==> src/rtl/bus_rr_arbiter.sv <==
// Round-robin arbiter sharing one req/gnt/rvalid device port among NrHosts hosts.
// A small order FIFO routes each in-order response back to the host that issued it.
module bus_rr_arbiter #(
  parameter int NrHosts        = 3,
  parameter int DataWidth      = 32,
  parameter int AddressWidth   = 32,
  parameter int MaxOutstanding = 2
) (
  input  logic                                 clk_i,
  input  logic                                 rst_i,
  input  logic [NrHosts-1:0]                   host_req_i,
  output logic [NrHosts-1:0]                   host_gnt_o,
  input  logic [NrHosts*AddressWidth-1:0]      host_addr_i,
  input  logic [NrHosts-1:0]                   host_we_i,
  input  logic [NrHosts*(DataWidth/8)-1:0]     host_be_i,
  input  logic [NrHosts*DataWidth-1:0]         host_wdata_i,
  output logic [NrHosts-1:0]                   host_rvalid_o,
  output logic [NrHosts*DataWidth-1:0]         host_rdata_o,
  output logic [NrHosts-1:0]                   host_err_o,
  output logic                                 dev_req_o,
  input  logic                                 dev_gnt_i,
  output logic [AddressWidth-1:0]              dev_addr_o,
  output logic                                 dev_we_o,
  output logic [DataWidth/8-1:0]               dev_be_o,
  output logic [DataWidth-1:0]                 dev_wdata_o,
  input  logic                                 dev_rvalid_i,
  input  logic [DataWidth-1:0]                 dev_rdata_i,
  input  logic                                 dev_err_i,
  output logic [$clog2(MaxOutstanding+1)-1:0]  outstanding_o,
  output logic                                 unexpected_rsp_o
);

  localparam int IdxW = (NrHosts > 1) ? $clog2(NrHosts) : 1;
  localparam int PtrW = (MaxOutstanding > 1) ? $clog2(MaxOutstanding) : 1;
  localparam int CntW = $clog2(MaxOutstanding + 1);
  localparam int BeW  = DataWidth / 8;

  logic [IdxW-1:0] rr_ptr;
  logic [IdxW-1:0] winner;
  logic [IdxW-1:0] head;
  logic            any_req;
  logic            full;
  logic            empty;
  logic            push;
  logic            pop;
  logic            unexpected;
  logic [IdxW-1:0] order_mem [MaxOutstanding];
  logic [PtrW-1:0] wr_ptr;
  logic [PtrW-1:0] rd_ptr;
  logic [CntW-1:0] count;

  function automatic logic [PtrW-1:0] ptr_inc(input logic [PtrW-1:0] p);
    if (p == PtrW'(MaxOutstanding - 1)) return '0;
    return p + PtrW'(1);
  endfunction

  // Winner: first requester at or above the pointer, wrapping modulo NrHosts.
  always_comb begin
    winner  = rr_ptr;
    any_req = 1'b0;
    for (int i = 0; i < NrHosts; i++) begin
      automatic int cand = int'(rr_ptr) + i;
      if (cand >= NrHosts) cand = cand - NrHosts;
      if (!any_req && host_req_i[IdxW'(cand)]) begin
        winner  = IdxW'(cand);
        any_req = 1'b1;
      end
    end
  end

  assign full  = (count == CntW'(MaxOutstanding));
  assign empty = (count == '0);
  assign head  = order_mem[rd_ptr];

  // A full FIFO blocks new requests even when a response frees a slot this cycle.
  assign dev_req_o = any_req && !full && !rst_i;
  assign push      = dev_req_o && dev_gnt_i;
  assign pop       = dev_rvalid_i && !empty && !rst_i;

  assign dev_addr_o  = host_addr_i[winner*AddressWidth +: AddressWidth];
  assign dev_we_o    = host_we_i[winner];
  assign dev_be_o    = host_be_i[winner*BeW +: BeW];
  assign dev_wdata_o = host_wdata_i[winner*DataWidth +: DataWidth];

  always_comb begin
    host_gnt_o    = '0;
    host_rvalid_o = '0;
    host_err_o    = '0;
    if (push) host_gnt_o[winner] = 1'b1;
    if (pop) begin
      host_rvalid_o[head] = 1'b1;
      host_err_o[head]    = dev_err_i;
    end
  end

  assign host_rdata_o     = {NrHosts{dev_rdata_i}};
  assign outstanding_o    = count;
  assign unexpected_rsp_o = unexpected;

  always_ff @(posedge clk_i) begin
    if (rst_i) begin
      rr_ptr     <= '0;
      wr_ptr     <= '0;
      rd_ptr     <= '0;
      count      <= '0;
      unexpected <= 1'b0;
    end else begin
      if (push) begin
        rr_ptr <= (winner == IdxW'(NrHosts - 1)) ? '0 : winner + IdxW'(1);
        wr_ptr <= ptr_inc(wr_ptr);
      end
      if (pop) rd_ptr <= ptr_inc(rd_ptr);
      if (push && !pop)      count <= count + CntW'(1);
      else if (pop && !push) count <= count - CntW'(1);
      if (dev_rvalid_i && empty) unexpected <= 1'b1;
    end
  end

  // Order storage holds only host indices; validity comes from the pointers.
  always_ff @(posedge clk_i) begin
    if (push) order_mem[wr_ptr] <= winner;
  end

endmodule
==> config.mk <==
export PLATFORM = sky130hd
export DESIGN_NAME = bus_rr_arbiter
export DESIGN_NICKNAME = d
export VERILOG_FILES = /design/src/rtl/bus_rr_arbiter.sv
export SDC_FILE = /design/constraint.sdc
export NUM_CORES = 1
export LEC_CHECK = 0
export CAP_MARGIN = 40
export CORE_AREA = 2 2 167 169
export CTS_CLUSTER_DIAMETER = 40
export DETAILED_ROUTE_END_ITERATION = 6
export DIE_AREA = 0 0 169 171
export PLACE_DENSITY = 0.43
export SYNTH_ARGS = -nofsm -noshare
export SYNTH_HDL_FRONTEND = slang
export SYNTH_SLANG_ARGS = --single-unit
==> constraint.sdc <==
create_clock -name clk_i -period 4.8 [get_ports clk_i]
set_input_delay 0.96 -clock clk_i [delete_from_list [all_inputs] [get_ports clk_i]]
set_output_delay 0.96 -clock clk_i [all_outputs]
set_load 0.03 [all_outputs]
==> flow_results.xml <==
<?xml version="1.0" encoding="UTF-8"?>
<metrics>
  <group name="critical_path">
    <metric name="cp_common_cell" unit="">sky130_fd_sc_hd__clkdlybuf4s50_1</metric>
    <metric name="worst-path-buf-inv" unit="">2</metric>
    <metric name="crit_chain" unit="">clkdlybuf4s50_1 &gt; nand3b_1 &gt; o21a_1 &gt; o211ai_2 &gt; nor2_1 &gt; or4b_4 &gt; nor2b_1 &gt; clkdlybuf4s50_1</metric>
    <metric name="critical_path_arrival" unit="ns">3.55</metric>
    <metric name="worst-r2r-cell-count" unit="">11</metric>
    <metric name="worstPathMaxFanout" unit="">9</metric>
    <metric name="worst_path_max_delay_cell" unit="">sky130_fd_sc_hd__clkdlybuf4s50_1</metric>
    <metric name="cp_delay_by_family_top" unit="">buffers and inverters</metric>
    <metric name="setup.worst_path.class" unit="">in -&gt; out</metric>
    <metric name="critical_path.endpoint_type" unit="">output port</metric>
    <metric name="critical-path-max-stage-delay" unit="ns">0.69</metric>
    <metric name="worst_ep_required_time" unit="ns">3.84</metric>
    <metric name="timing.rr.end" unit="">outstanding_o[1]</metric>
    <metric name="r2r-start" unit="">rr_ptr[0]</metric>
    <metric name="startpoint_type" unit="">input port</metric>
    <metric name="regToRegSetupSlack" unit="ns">1.81</metric>
  </group>
  <group name="floorplanning">
    <metric name="design.portCount" unit="">425</metric>
    <metric name="start_util" unit="">0.108</metric>
    <metric name="placement_rows" unit="">61</metric>
    <metric name="floorplan.die_area" unit="sq um">28900</metric>
    <metric name="die_width" unit="um">169</metric>
    <metric name="design.core.area" unit="sq um">27300</metric>
    <metric name="die-height" unit="um">171</metric>
  </group>
  <group name="logic_synthesis">
    <metric name="synthesis.area_per_instance" unit="sq um">8.36</metric>
    <metric name="yosys_warnings" unit="">0</metric>
    <metric name="postSynthRegisterBits" unit="">12</metric>
    <metric name="cell_type_with_the_largest_total_area_after_synthesis" unit="">sky130_fd_sc_hd__mux2i_1</metric>
    <metric name="postSynthNetCount" unit="">606</metric>
    <metric name="post_synth_num_cell_types" unit="">39</metric>
    <metric name="synth_async_sr_flop_share" unit="">0</metric>
    <metric name="synth-edff-count" unit="">4</metric>
    <metric name="synthCells" unit="">354</metric>
    <metric name="sequential_share_of_the_synthesized_area" unit="">0.0947</metric>
    <metric name="synth_largest_type_area_fraction" unit="">0.250</metric>
    <metric name="post_synth_instance_area" unit="sq um">2960</metric>
    <metric name="ys.flop_type" unit="">sky130_fd_sc_hd__dfxtp_1</metric>
    <metric name="post_synth_main_area_contributors" unit="">sky130_fd_sc_hd__mux2i_1 (25%), sky130_fd_sc_hd__buf_4 (24%), sky130_fd_sc_hd__o2bb2ai_1 (20%)</metric>
  </group>
  <group name="sta">
    <metric name="max_freq" unit="MHz">222</metric>
    <metric name="tns" unit="ns">0</metric>
    <metric name="slew-limit-headroom" unit="">0.719</metric>
    <metric name="max_slew.worst_pin.slew" unit="ns">0.421</metric>
    <metric name="rsz0062_at_grt" unit="">false</metric>
    <metric name="final.period_utilization" unit="">0.939</metric>
    <metric name="setup-violations-final" unit="">0</metric>
    <metric name="period_minus_slack" unit="ns">4.51</metric>
    <metric name="hold_viol" unit="">0</metric>
    <metric name="timing.final.max_slew_violations" unit="">0</metric>
    <metric name="worst_clock_skew" unit="ns">0.000935</metric>
  </group>
  <group name="global_routing">
    <metric name="track_usage" unit="">0.0952</metric>
    <metric name="overflow" unit="">0</metric>
    <metric name="grt_antenna_before_repair" unit="">1</metric>
    <metric name="grt_pass1_vias" unit="">3466</metric>
    <metric name="first_pass_grt_wire_length" unit="um">21000</metric>
    <metric name="pin_count_of_the_biggest_net_entering_global_routing" unit="">70</metric>
  </group>
  <group name="clock_tree">
    <metric name="clk_path_buf_depth" unit="">2</metric>
    <metric name="clock_insertion_delay_at_the_later_pin_of_the_skew_report" unit="ns">0.24</metric>
    <metric name="clock_tree_from_tritoncts" unit="">built</metric>
    <metric name="numCtsBuffers" unit="">3</metric>
    <metric name="cts_resized" unit="">0</metric>
    <metric name="cts.reportedPaths.clkPinSlew" unit="ns">0.04</metric>
    <metric name="hold_buffers" unit="">0</metric>
    <metric name="cts.htree.levels" unit="">1</metric>
    <metric name="cts_setup_buffers" unit="">0</metric>
    <metric name="cts_num_sinks" unit="">12</metric>
    <metric name="cts-root-buf" unit="">sky130_fd_sc_hd__clkbuf_16</metric>
  </group>
  <group name="job">
    <metric name="max_cap_viol_count" unit="">0</metric>
  </group>
  <group name="route">
    <metric name="route.detailed.wl_per_inst" unit="um">16.4</metric>
    <metric name="via_per_inst" unit="">3.60</metric>
    <metric name="wirelength" unit="um">14600</metric>
    <metric name="met3_wirelength" unit="um">1420</metric>
    <metric name="drt.antenna.violating_nets" unit="">0</metric>
    <metric name="m1WireLength" unit="um">5650</metric>
    <metric name="first_pass_iters" unit="">4</metric>
    <metric name="detail_route.iter0.violations" unit="">67</metric>
    <metric name="met2_wirelength" unit="um">7390</metric>
    <metric name="count_of_vias_placed_by_the_detailed_router" unit="">3206</metric>
    <metric name="drcViolationCount" unit="">0</metric>
    <metric name="maxUsedRoutingLayer" unit="">met4</metric>
  </group>
  <group name="hold_path">
    <metric name="min_delay_worst_endpoint" unit="">unexpected_rsp_o</metric>
    <metric name="worst_hold_path.num_cells" unit="">2</metric>
    <metric name="min-delay-start" unit="">unexpected_rsp_o</metric>
    <metric name="hold_path.class" unit="">reg -&gt; reg</metric>
  </group>
  <group name="pwr">
    <metric name="p_sw" unit="uW">1160</metric>
    <metric name="clock_power_share" unit="">0.067</metric>
    <metric name="power.static_leakage" unit="uW">0.00235</metric>
    <metric name="power_density" unit="nW/um^2">395</metric>
    <metric name="post-layout-total-power" unit="uW">2290</metric>
    <metric name="switching_share" unit="">0.506</metric>
    <metric name="cellInternalPower" unit="uW">1130</metric>
    <metric name="comb_power_share" unit="">0.870</metric>
    <metric name="vdd_drop_max" unit="uV">153</metric>
    <metric name="seq_power_share" unit="">0.063</metric>
  </group>
  <group name="placed_design">
    <metric name="gp_congestion" unit="">0.769</metric>
    <metric name="port-buffer-count" unit="">296</metric>
    <metric name="dp_hpwl" unit="um">12200</metric>
  </group>
  <group name="final_layout">
    <metric name="nets" unit="">796</metric>
    <metric name="layout.filler_cells" unit="">3011</metric>
    <metric name="final_layout_size_suffix_gt1_frac" unit="">0.169</metric>
    <metric name="area_growth_syn_to_layout" unit="%">95.5</metric>
  </group>
  <group name="outcome">
    <metric name="status" unit="">finished clean</metric>
  </group>
</metrics>
-- metrics by stage --
stage	hold WS (ns)	utilization	worst slack, ns	instances	instance area [sq um]
floorplan	0.472	-	1.14	354	2960
global placement	0.464	0.209	0.311	885	5710
detailed placement	0.467	0.209	0.267	885	5710
CTS	0.477	0.212	0.263	889	5780
global route	0.501	0.212	0.143	889	5780
finish	0.469	0.212	0.294	890	5790
-- power groups by stage --
stage	Clock, uW	Sequential [uW]	Combinational [uW]
4_1_cts	156	145	2030
3_3_place_gp	0	146	2030
5_1_grt	165	147	2120
3_5_place_dp	0	146	2020
6_report	152	144	1990
2_1_floorplan	0	154	1210
-- state kept, by name, summed over array words and instances (netlist names), named ones only --
register,flops
order_mem,4
outstanding_o,2
rd_ptr,1
rr_ptr,2
unexpected_rsp_o,1
wr_ptr,1
-- worst register-to-register path, stage by stage (launching register included) --
cell and delay, ns:
sky130_fd_sc_hd__dfxtp_1 0.43, sky130_fd_sc_hd__inv_1 0.10, sky130_fd_sc_hd__ha_1 0.42, sky130_fd_sc_hd__and2b_1 0.18
sky130_fd_sc_hd__nand2_1 0.09, sky130_fd_sc_hd__o21ai_1 0.13, sky130_fd_sc_hd__nor2_1 0.11, sky130_fd_sc_hd__or4b_4 0.60
sky130_fd_sc_hd__inv_1 0.09, sky130_fd_sc_hd__ha_1 0.25, sky130_fd_sc_hd__or3_1 0.37, sky130_fd_sc_hd__a21oi_1 0.14
-- cell usage in the layout (no fill, tap or decap), types with 2 or more instances in the layout --
cell and n:
sky130_fd_sc_hd__dfxtp_1 8, sky130_fd_sc_hd__buf_4 60, sky130_fd_sc_hd__clkbuf_16 3, sky130_fd_sc_hd__buf_12 22, sky130_fd_sc_hd__o21ai_0 2, sky130_fd_sc_hd__mux2i_1 74, sky130_fd_sc_hd__nand3b_1 2, sky130_fd_sc_hd__edfxtp_1 4
sky130_fd_sc_hd__nor3_1 3, sky130_fd_sc_hd__and2_1 3, sky130_fd_sc_hd__o2bb2ai_1 69, sky130_fd_sc_hd__a21oi_1 3, sky130_fd_sc_hd__ha_1 5, sky130_fd_sc_hd__nor2b_1 3, sky130_fd_sc_hd__clkdlybuf4s50_1 225, sky130_fd_sc_hd__nand2_1 6
sky130_fd_sc_hd__inv_1 8, sky130_fd_sc_hd__xor2_1 3, sky130_fd_sc_hd__nor2_1 16, sky130_fd_sc_hd__o21ai_1 3, sky130_fd_sc_hd__and2b_1 3
-- cells in the mapped netlist (4+ instances only) --
cell / number
sky130_fd_sc_hd__mux2i_1: 74
sky130_fd_sc_hd__o2bb2ai_1: 69
sky130_fd_sc_hd__buf_4: 96
sky130_fd_sc_hd__nor2_1: 16
sky130_fd_sc_hd__ha_1: 5
sky130_fd_sc_hd__inv_1: 8
sky130_fd_sc_hd__edfxtp_1: 4
sky130_fd_sc_hd__buf_2: 13
sky130_fd_sc_hd__nand2_1: 6
sky130_fd_sc_hd__dfxtp_1: 8
sky130_fd_sc_hd__clkbuf_1: 8
sky130_fd_sc_hd__and2_1: 4
-- final cells by class --
class	count	area, sq um	area share
inverter	8	30.0	0.00519
clock buffer	3	75.1	0.0130
multi-input combinational	212	1820	0.314
sequential	12	280	0.0484
antenna	1	2.50	0.000432
tap	346	433	0.0748
clock inverter	1	3.75	0.000649
timing repair buffer	307	3140	0.543
-- worst max path at each step --
stage | from | end | slack [ns] | depth (start not counted)
2_1_floorplan | host_req_i[2] | host_gnt_o[2] | 1.14 | 7
3_3_place_gp | host_req_i[1] | host_gnt_o[1] | 0.31 | 8
3_5_place_dp | host_req_i[1] | host_gnt_o[1] | 0.27 | 8
4_1_cts | host_req_i[1] | host_gnt_o[1] | 0.26 | 8
5_1_grt | host_req_i[1] | host_gnt_o[1] | 0.14 | 8
6_report | host_req_i[1] | host_gnt_o[1] | 0.29 | 8
-- layer usage --
metal,track usage,vias to the layer above
li1,-,1580
met1,0.106,1431
met2,0.175,181
met3,0.0354,14
met4,0.0164,0
met5,0,-
-- cells by family (layout without fill, tap and decap cells) --
group | count (synthesis) | in the layout | share of synthesized area
AO/OA/AOI/OAI | 86 | 86 | 0.246
XOR/XNOR | 4 | 4 | 0.0118
adder cells (fa/ha/maj) | 5 | 5 | 0.0211
buffers and inverters | 130 | 319 | 0.300
flip-flops | 12 | 12 | 0.0947
multiplexers | 74 | 74 | 0.250
other | 0 | 1 | 0
AND/OR/NAND/NOR | 43 | 43 | 0.0761
(Power assumes the default switching activity.)
